File: src/rtl/instruction_decode_stage.sv
// Instruction decode stage: one ID register with hazard control for load-use
// stalls, jump redirection with a configurable squash window, and HALT.
module instruction_decode_stage #(
   parameter int FLUSH_CYCLES = 1
) (
   input  logic        clk,
   input  logic        reset,
   input  logic [31:0] ins,
   input  logic [15:0] current_address,
   output logic [15:0] jmp_loc,
   output logic        pc_mux_sel,
   output logic        stall,
   output logic        stall_pm,
   output logic        ex_valid,
   output logic [5:0]  ex_opcode,
   output logic [4:0]  ex_rs,
   output logic [4:0]  ex_rt,
   output logic [4:0]  ex_rd,
   output logic [31:0] ex_imm,
   output logic [15:0] ex_pc
);

   localparam logic [5:0] OP_LW   = 6'b100011;
   localparam logic [5:0] OP_J    = 6'b000010;
   localparam logic [5:0] OP_HALT = 6'b111111;

   typedef enum logic [1:0] {
      RUN   = 2'd0,
      FLUSH = 2'd1,
      HALT  = 2'd2
   } state_t;

   state_t      state, state_nxt;
   logic [1:0]  flush_cnt, flush_cnt_nxt;
   logic [31:0] id_ins, id_ins_nxt;
   logic [15:0] id_pc, id_pc_nxt;
   logic        id_valid, id_valid_nxt;
   logic        stall_int, sel_int;
   logic        load_use;

   logic [5:0] id_op;
   logic [4:0] id_rt;
   assign id_op = id_ins[31:26];
   assign id_rt = id_ins[20:16];

   assign load_use = id_valid && (id_op == OP_LW) && (id_rt != 5'd0) &&
                     ((ins[25:21] == id_rt) || (ins[20:16] == id_rt));

   always_comb begin
      state_nxt     = state;
      flush_cnt_nxt = flush_cnt;
      id_ins_nxt    = id_ins;
      id_pc_nxt     = id_pc;
      id_valid_nxt  = id_valid;
      stall_int     = 1'b0;
      sel_int       = 1'b0;
      case (state)
         RUN: begin
            if (id_valid && id_op == OP_HALT) begin
               stall_int = 1'b1;
               state_nxt = HALT;
            end else if (id_valid && id_op == OP_J) begin
               sel_int      = 1'b1;
               id_valid_nxt = 1'b0;
               if (FLUSH_CYCLES > 1) begin
                  state_nxt     = FLUSH;
                  flush_cnt_nxt = 2'(FLUSH_CYCLES - 1);
               end
            end else if (load_use) begin
               stall_int    = 1'b1;
               id_valid_nxt = 1'b0;
            end else begin
               id_ins_nxt   = ins;
               id_pc_nxt    = current_address;
               id_valid_nxt = 1'b1;
            end
         end
         FLUSH: begin
            id_valid_nxt  = 1'b0;
            flush_cnt_nxt = flush_cnt - 2'd1;
            if (flush_cnt <= 2'd1) begin
               state_nxt = RUN;
            end
         end
         HALT: begin
            stall_int = 1'b1;
         end
         default: begin
            state_nxt = RUN;
         end
      endcase
   end

   always_ff @(posedge clk) begin
      if (!reset) begin
         state     <= RUN;
         flush_cnt <= 2'd0;
         id_ins    <= 32'd0;
         id_pc     <= 16'd0;
         id_valid  <= 1'b0;
      end else begin
         state     <= state_nxt;
         flush_cnt <= flush_cnt_nxt;
         id_ins    <= id_ins_nxt;
         id_pc     <= id_pc_nxt;
         id_valid  <= id_valid_nxt;
      end
   end

   // Reset is synchronous, so outputs are masked while it is asserted to keep
   // the pipeline quiet before the first reset edge has been seen.
   assign stall      = stall_int & reset;
   assign stall_pm   = stall_int & reset;
   assign pc_mux_sel = sel_int & reset;
   assign jmp_loc    = (sel_int && reset) ? id_ins[15:0] : 16'h0000;
   assign ex_valid   = id_valid && (state != HALT) && reset;
   assign ex_opcode  = id_ins[31:26];
   assign ex_rs      = id_ins[25:21];
   assign ex_rt      = id_ins[20:16];
   assign ex_rd      = id_ins[15:11];
   assign ex_imm     = reset ? {{16{id_ins[15]}}, id_ins[15:0]} : 32'd0;
   assign ex_pc      = id_pc;

endmodule

File: config.mk
export PLATFORM = sky130hd
export DESIGN_NAME = instruction_decode_stage
export DESIGN_NICKNAME = d
export VERILOG_FILES = /design/src/rtl/instruction_decode_stage.sv
export SDC_FILE = /design/constraint.sdc
export NUM_CORES = 1
export LEC_CHECK = 0
export BUFFER_PORTS_ARGS = -buffer_cell sky130_fd_sc_hd__clkbuf_2
export CAP_MARGIN = 20
export CORE_UTILIZATION = 30
export DETAILED_ROUTE_END_ITERATION = 10
export PLACE_DENSITY = 0.65
export SYNTH_ARGS = -nofsm -noshare
export SYNTH_HDL_FRONTEND = slang
export SYNTH_SLANG_ARGS = --single-unit
File: constraint.sdc
create_clock -name clk -period 6.04 [get_ports clk]
set_input_delay 1.812 -clock clk [delete_from_list [all_inputs] [get_ports clk]]
set_output_delay 1.812 -clock clk [all_outputs]
set_load 0.1 [all_outputs]
* Word-level counts from Yosys, hierarchy flattened
Index checks and enable logic that the tools add are counted.
W data, S select, Z words.
** Word-level totals
- Word-level logic and storage cells :: 55
- Output and inout port bits :: 89
- Input bits :: 50
- Bits in registers :: 53
** Cells by class
- Mux-type cells :: 16
- $add $sub $neg :: 1
- Reductions and logical operators :: 15
- Eq/ne operators :: 11
- Bitwise gates (word level) :: 6
- Magnitude comparators :: 1
** Operators with widths (count)
- $mux W32 :: 1
- $mux W16 :: 1
- $eq A6 B6 Y1 const B :: 2
- $eq A5 B5 Y1 :: 2
- $mux W1 :: 9
- $logic_and A1 B1 Y1 :: 8
- $ne A2 B2 Y1 const B :: 4
- $eq A6 B2 Y1 const B :: 1
- $pmux W2 S3 :: 1
- $reduce_bool A5 Y1 :: 1
- $mux W2 :: 2
- $not A1 Y1 :: 4
- $pmux W1 S2 :: 2
- $reduce_and A4 Y1 :: 1
- $reduce_and A3 Y1 :: 1
- $and A1 B1 Y1 :: 2
- $eq A2 B1 Y1 const B :: 1
- $eq A2 B2 Y1 const B :: 1
- $le A2 B1 Y1 const B :: 1
- $logic_not A2 Y1 :: 1
- $reduce_and A2 Y1 :: 1
- $reduce_bool A2 Y1 :: 1
- $sub A2 B1 Y2 const B :: 1
- $logic_or A1 B1 Y1 :: 1

* Longest topological paths before layout
Gate-level depths: netlist (run 1).
- Depth after elaboration :: 9
- Gate-level depth with buffers :: 8

* Least setup slack after synthesis (run 1)
No wires, ideal clock.
- Path type :: input-to-output
- Start :: input ins[25]
- End :: output stall_pm
- Stages on the path :: 7
- Arrival :: 4.478 ns
- Slack :: -0.250 ns
- Data required time :: 4.228 ns
- Path buffers :: 2
- Cells stage by stage :: xnor2_1 nand3_1 o22ai_1 clkbuf_1 a21oi_1 nor2b_1 buf_4
** On the way
- Word-level cells in the longest chain between the ends :: 8
** RTL lines
- from (decl) :: line 8 : input logic [31:0] ins,
- $eq A5 B5 Y1 :: line 47 : ((ins[25:21] == id_rt) || (ins[20:16] == id_rt));
- $logic_or A1 B1 Y1 :: line 47
- $logic_and A1 B1 Y1 :: line 46 : assign load_use = id_valid && (id_op == OP_LW) && (id_rt != 5'd0) &&
- $mux W1 :: line 69 : end else if (load_use) begin
- $mux W1 :: line 62 : end else if (id_valid && id_op == OP_J) begin
- $mux W1 :: line 59 : if (id_valid && id_op == OP_HALT) begin
- $pmux W1 S2 :: line 57 : case (state)
- $and A1 B1 Y1
- to (decl) :: line 13 : output logic stall_pm,
No other way between the ends.

* Final worst setup path (run 1)
- Start :: input reset
- End :: output jmp_loc[6]
** On the way
- Word-level cells in the longest chain between the ends :: 2
** RTL lines
- from (decl) :: line 7 : input logic reset,
- $logic_and A1 B1 Y1 :: line 115 : assign jmp_loc = (sel_int && reset) ? id_ins[15:0] : 16'h0000;
- $mux W16 :: line 115
- to (decl) :: line 10 : output logic [15:0] jmp_loc,
No other way between the ends.

==> results of run 1 <==
layout by cell type, fill, tap and decap left out, types with 2 or more instances in the layout:
| cell type | n |
|---|---|
| nand3_1 | 16 |
| and3_1 | 4 |
| nor4_1 | 27 |
| mux2i_1 | 17 |
| buf_4 | 8 |
| nand2_1 | 63 |
| o311ai_0 | 26 |
| xnor2_1 | 10 |
| nor2_1 | 2 |
| a31oi_1 | 26 |
| clkbuf_8 | 5 |
| dfxtp_1 | 50 |
| a32oi_1 | 2 |
| nor3b_1 | 5 |
| inv_1 | 17 |
| and2_1 | 18 |
| clkbuf_2 | 136 |
| a21oi_1 | 2 |
| nand4_1 | 31 |
cell families after synthesis:
kind of cell	synth area share
simple gates	0.2894
buf+inv	0.1701
compound gates	0.1471
flops	0.3129
mux	0.05319
xor+xnor	0.02737
flip-flops by register name (all words and copies together) (netlist names):
register and cells:
ex_pc 16, id_ins 32, id_valid 1, state 1
final cells by class:
type | count | area (um^2) | area share
inverters | 17 | 63.81 | 0.01690
well taps | 136 | 170.2 | 0.04506
flip-flops and latches | 50 | 1001 | 0.2651
clock inverters | 3 | 28.78 | 0.007621
repair buffers | 144 | 740.7 | 0.1962
multi-input cells | 263 | 1703 | 0.4510
clock buffers | 5 | 68.82 | 0.01822
worst register-to-register path: cells and delay by family (launching register included):
family	cells	cell delay, ns
flip-flops	1	0.42
AO/OA/AOI/OAI	3	0.57
buffers and inverters	2	0.71
AND/OR/NAND/NOR	2	1.07
routing by layer:
metal	wire (um)	track usage	vias up
met1	3927	0.1995	1564
met2	4320	0.2721	126
met5	0	0	-
met3	578	0.03030	6
met4	60	0.04024	0
li1	-	-	1608
where the power goes:
group	switching [mW]	internal, mW	leakage [nW]
Combinational	0.319	0.0685	1.36
Sequential	0.0285	0.358	0.419
Clock	0.126	0.0870	0.0506
through the flow:
| step | hold WS, ns | std cells | utilization |
|---|---|---|---|
| finish | 0.4869 | 618 | 0.3658 |
| global route | 0.5122 | 618 | 0.3658 |
| CTS | 0.4944 | 618 | 0.3658 |
| detailed placement | 0.4757 | 610 | 0.3563 |
| global placement | 0.4706 | 610 | 0.3563 |
| floorplan | 0.4528 | 412 | - |
worst max-delay path by stage:
stage | start | end | cells past startpoint
final | reset | jmp_loc[6] | 4
after detailed placement | reset | jmp_loc[8] | 4
after global routing | reset | jmp_loc[8] | 4
after CTS | reset | jmp_loc[8] | 4
after global placement | reset | jmp_loc[5] | 4
after floorplan | reset | jmp_loc[10] | 5
==> run_results.csv, run 1 <==
group,metric,value,unit
placement,placed_area,0.003679,mm^2
yosys,synth_top_cell_area_share,0.3129,
worst_setup_path,cp_data_required_time,4.23,ns
yosys,async_flop_share,0,
yosys,synth_edf_count,0,
route,drt_first_pass_iters,4,
floorplan,fp.dieArea,0.01108,mm^2
floorplan,start_util,0.3099,
route,route.detailed.drc,0,
layout,fin_area,0.003776,mm^2
clocking,clockBufferDepth,2,
worst_setup_path,cp.arrival,3.30,ns
route,finalWirelength,8886,um
floorplan,die_w,105.3,um
global_route,overflow,0,
worst_setup_path,crit_type,"in2out",
placement,port-buffer-count,138,
worst_setup_path,start_kind,"primary input",
floorplan,io_pins,139,
yosys,ys_top_cells_by_area,"dfxtp_1 (31%), buf_4 (8.9%), nand2_1 (7.4%)",
sta,slew-limit-headroom,0.3278,
layout,num_antenna_cells,0,
worst_setup_path,r2r_setup_slack,3.18,ns
clocking,clock_latency,0.30,ns
global_route,grt_pass1_wl,14410,um
yosys,synth_ff_type,"dfxtp_1",
global_route,grt_pass1_vias,2961,
placement,place_hpwl,5864,um
yosys,synth_cell_types,34,
worst_setup_path,cpPeakStageDelay,0.53,ns
floorplan,dieHeight,105.3,um
yosys,yosysWarnings,0,
sta,tightest_slew,1.008,ns
worst_setup_path,cp_max_fo,36,
layout,final_nets,531,
yosys,synth_common_cells,"nand2_1 (63), dfxtp_1 (50), buf_4 (38), clkbuf_1 (33), nand4_1 (31)",
route,via_count,3304,
layout,drive_gt1_frac,0.3340,
worst_setup_path,r2r_cells,7,
worst_setup_path,r2r_end,"id_valid",
worst_setup_path,cp-end-kind,"output port",
clocking,clock_sinks,50,
placement,dp_slack,0.9070,ns
outcome,outcome,"finished, final reports clean",
sta,hold_viol,0,
layout,fillers,1084,
yosys,syn-num-nets,462,
worst_setup_path,crit_buf_inv,2,
global_route,antenna_found_initial,0,
worst_setup_path,worstReg2RegStart,"id_ins[27]",
hold_path,min_path_cells,2,
floorplan,design.core.area,0.01032,mm^2
clocking,cts_setup_buffers,0,
sta,fin_setup_tns,0,ns
yosys,syn_inst,412,
global_route,grt_max_degree,99,
route,initialDrtViolationCount,153,
route,via_per_inst,5.346,
power_and_ir_drop,p_total,0.9876,mW
worst_setup_path,cp_top_family,"buffers and inverters",
global_route,grt_usage,0.1573,
worst_setup_path,crit_path_cell_trace,"buf_4 > and3_1 > and2_1 > clkbuf_2",
yosys,avgSynthCellArea,7.765,um^2
worst_setup_path,slowest_stage,"and3_1",
sta,clock.fmax,0.1956,GHz
clocking,cts-resized-gates,0,
sta,min_period_over_period,0.8465,
hold_path,hold_start,"id_ins[8]",
yosys,seq_area_frac_synth,0.3129,
power_and_ir_drop,p_leak,1.834,nW
yosys,ys_ff_latch,50,
floorplan,fp-row-count,37,
yosys,post-synth-top-count-cell,"nand2_1",
clocking,root_buffer,"clkbuf_8",
placement,place.gp.congestion,0.7765,
yosys,syn_area,0.003199,mm^2
sta,fin_crit,5.113,ns
yosys,yosysTopAreaCell,"dfxtp_1",
route,drt.antenna.violating_nets,0,
hold_path,hold_class,"reg2reg",
clocking,numCtsBuffers,5,
route,wl_per_cell,14.38,um
clocking,clk_pin_slew,0.10,ns
clocking,hold_buffers,0,
power_and_ir_drop,power_density,261.5,mW/mm^2
flow_run,drv_cap,0,
power_and_ir_drop,peakVddDrop,0.1005,mV
sta,rsz0062_at_grt,"no",
sta,fin_ws,0.9270,ns
sta,setup_violations,0,
hold_path,worstHoldEndpoint,"id_ins[8]",
sta,drv_slew,0,
layout,syn_to_final_growth,18.03,%
clocking,h-tree-depth,2,
sta,fin_worst_skew,0.003957,ns
clocking,cts_tree,"built",
Note: power is estimated with default switching activity, not from simulation.
==> inputs of run 2 (changes only) <==
--- a/config.mk
+++ b/config.mk
@@ -5,6 +5,7 @@
 export SDC_FILE = /design/constraint.sdc
 export NUM_CORES = 1
 export LEC_CHECK = 0
+export ABC_AREA = 1
 export BUFFER_PORTS_ARGS = -buffer_cell sky130_fd_sc_hd__clkbuf_2
 export CAP_MARGIN = 20
 export CORE_UTILIZATION = 30
==> constraint.sdc (replaced) <==
create_clock -name clk -period 5.15 [get_ports clk]
set_input_delay 1.545 -clock clk [delete_from_list [all_inputs] [get_ports clk]]
set_output_delay 1.545 -clock clk [all_outputs]
set_load 0.1 [all_outputs]
==> run_results.csv, run 2 <==
group,metric,value,unit
floorplan,io_pins,139,
yosys,syn_area,0.003049,mm^2
sta,tightest_slew,0.8270,ns
power_and_ir_drop,p_leak,2.301,nW
sta,worst_hold_slack,0.4911,ns
yosys,seq_area_frac_synth,0.3283,
worst_setup_path,crit_type,"in2out",
yosys,synth_cell_types,28,
worst_setup_path,start_kind,"primary input",
clocking,cts_setup_buffers,0,
global_route,grt_pass1_vias,2504,
route,drt.antenna.violating_nets,0,
route,initialDrtViolationCount,106,
power_and_ir_drop,peakVddDrop,0.1221,mV
yosys,ys_ff_latch,50,
layout,largest_reg_flops,32,
clocking,cts-resized-gates,0,
yosys,synth_ff_type,"dfxtp_1",
yosys,syn_inst,443,
floorplan,dieHeight,102.8,um
route,route.detailed.drc,0,
sta,fin_crit,4.469,ns
yosys,synth_top_cell_area_share,0.3283,
sta,min_period_over_period,0.8678,
layout,final_nets,581,
yosys,avgSynthCellArea,6.883,um^2
worst_setup_path,cp_data_required_time,3.61,ns
placement,place.gp.congestion,0.7272,
global_route,antenna_found_initial,0,
worst_setup_path,cp_max_fo,20,
layout,fin_area,0.004178,mm^2
yosys,syn-num-nets,493,
clocking,numCtsBuffers,5,
clocking,clk_pin_slew,0.09,ns
clocking,clockBufferDepth,2,
layout,layout_commonest_cell,"clkbuf_2",
sta,rsz0062_at_grt,"no",
yosys,yosysTopAreaCell,"dfxtp_1",
sta,setup_violations,0,
layout,top_register,"id_ins",
layout,layout.cells.most_common_list,"clkbuf_2 (101), nand2_1 (97), inv_1 (59), dfxtp_1 (50), nand3b_1 (42)",
floorplan,die_w,102.8,um
sta,hold_viol,0,
clocking,clock_sinks,50,
power_and_ir_drop,power_density,263.8,mW/mm^2
sta,fin_worst_skew,0.008215,ns
sta,slew-limit-headroom,0.4486,
clocking,hold_buffers,0,
route,finalWirelength,7482,um
floorplan,design.core.area,0.009819,mm^2
floorplan,fp-row-count,36,
route,drt_first_pass_iters,4,
placement,port-buffer-count,138,
layout,num_antenna_cells,0,
hold_path,hold_class,"reg2reg",
placement,place_hpwl,5442,um
yosys,synth_edf_count,0,
sta,drv_slew,0,
layout,syn_to_final_growth,37.01,%
global_route,grt_pass1_wl,11760,um
global_route,overflow,0,
global_route,grt_max_degree,82,
layout,drive_gt1_frac,0.3741,
clocking,root_buffer,"clkbuf_8",
floorplan,fp.dieArea,0.01057,mm^2
yosys,async_flop_share,0,
yosys,post-synth-top-count-cell,"nand2_1",
flow_run,drv_cap,0,
clocking,clock_latency,0.31,ns
placement,placed_area,0.004083,mm^2
outcome,outcome,"finished, final reports clean",
clocking,cts_tree,"built",
route,via_per_inst,4.274,
clocking,h-tree-depth,2,
worst_setup_path,cp-end-kind,"output port",
sta,clock.fmax,0.2238,GHz
yosys,yosysWarnings,0,
yosys,synth_common_cells,"nand2_1 (97), inv_1 (59), nor2_1 (54), dfxtp_1 (50), nand3b_1 (42)",
route,via_count,2842,
route,wl_per_cell,11.25,um
yosys,ys_top_cells_by_area,"dfxtp_1 (33%), nand2_1 (12%), nand3b_1 (10%)",
floorplan,start_util,0.3105,
worst_setup_path,cp.arrival,2.92,ns
global_route,grt_usage,0.1429,
==> run 2: cell count changes after synthesis, sizes merged, moves of 11 or more <==
cell | previous run | this run
o311ai | 26 | 0
nand2 | 63 | 110
a31oi | 27 | 0
nor2 | 2 | 59
clkbuf | 33 | 2
a21oi | 2 | 33
nor4 | 27 | 0
and2 | 18 | 0
nand4 | 31 | 1
inv | 17 | 66
buf | 49 | 60
nand3b | 0 | 42
mux2i | 17 | 0
==> run 2: layout make-up <==
class | instances | area, um^2
timing repair buffer | 143 | 1259
clock buffer | 6 | 82.58
clock inverter | 2 | 12.51
multi-input combinational | 264 | 1405
tap | 133 | 166.4
inverter | 67 | 251.5
sequential | 50 | 1001
fill | 1020 | 5642
==> run 2: worst paths after layout <==
| check | startpoint | endpoint | slack, ns | cells past startpoint |
|---|---|---|---|---|
| hold / removal | ex_pc[8] | ex_pc[8] | 0.49 | 2 |
| setup / recovery | reset | jmp_loc[14] | 0.68 | 6 |
| hold reg to reg | ex_pc[8] | ex_pc[8] | 0.49 | 2 |
| setup reg to reg | id_ins[17] | id_ins[0] | 2.82 | 10 |
==> run 2: critical path, cell delays in order <==
cell      delay (ns)
clkbuf_2        0.35
inv_1           0.15
nor3_4          0.20
inv_2           0.26
nor2_2          0.21
buf_12          0.19
==> run 2: kinds of logic after synthesis <==
kind of cell | count (synthesis) | synth area share
compound gates | 36 | 0.06237
xor+xnor | 2 | 0.005746
buf+inv | 129 | 0.2355
flops | 50 | 0.3283
simple gates | 226 | 0.3681
==> run 2: layer usage <==
metal,wire (um),track usage
met3,685,0.04000
met4,63,0.03250
met5,0,0
met2,3436,0.2559
met1,3297,0.1691
==> run 2: power by group <==
group          switching (mW)  internal (mW)  total (mW)
registers              0.0184          0.413       0.431
logic                   0.326         0.0960       0.422
clock network           0.141          0.108       0.249
==> run 2: through the flow <==
| stage | setup TNS (ns) | worst slack [ns] | std cells | total power [mW] | util |
|---|---|---|---|---|---|
| 4_1_cts | 0 | 0.6166 | 665 | 1.117 | 0.4255 |
| 5_1_grt | 0 | 0.5138 | 665 | 1.154 | 0.4255 |
| 2_1_floorplan | -1.494 | -0.2168 | 443 | 0.7929 | - |
| 3_5_place_dp | 0 | 0.6186 | 657 | 0.8646 | 0.4158 |
| 3_3_place_gp | 0 | 0.6511 | 657 | 0.8596 | 0.4158 |
| 6_report | 0 | 0.6809 | 665 | 1.102 | 0.4255 |
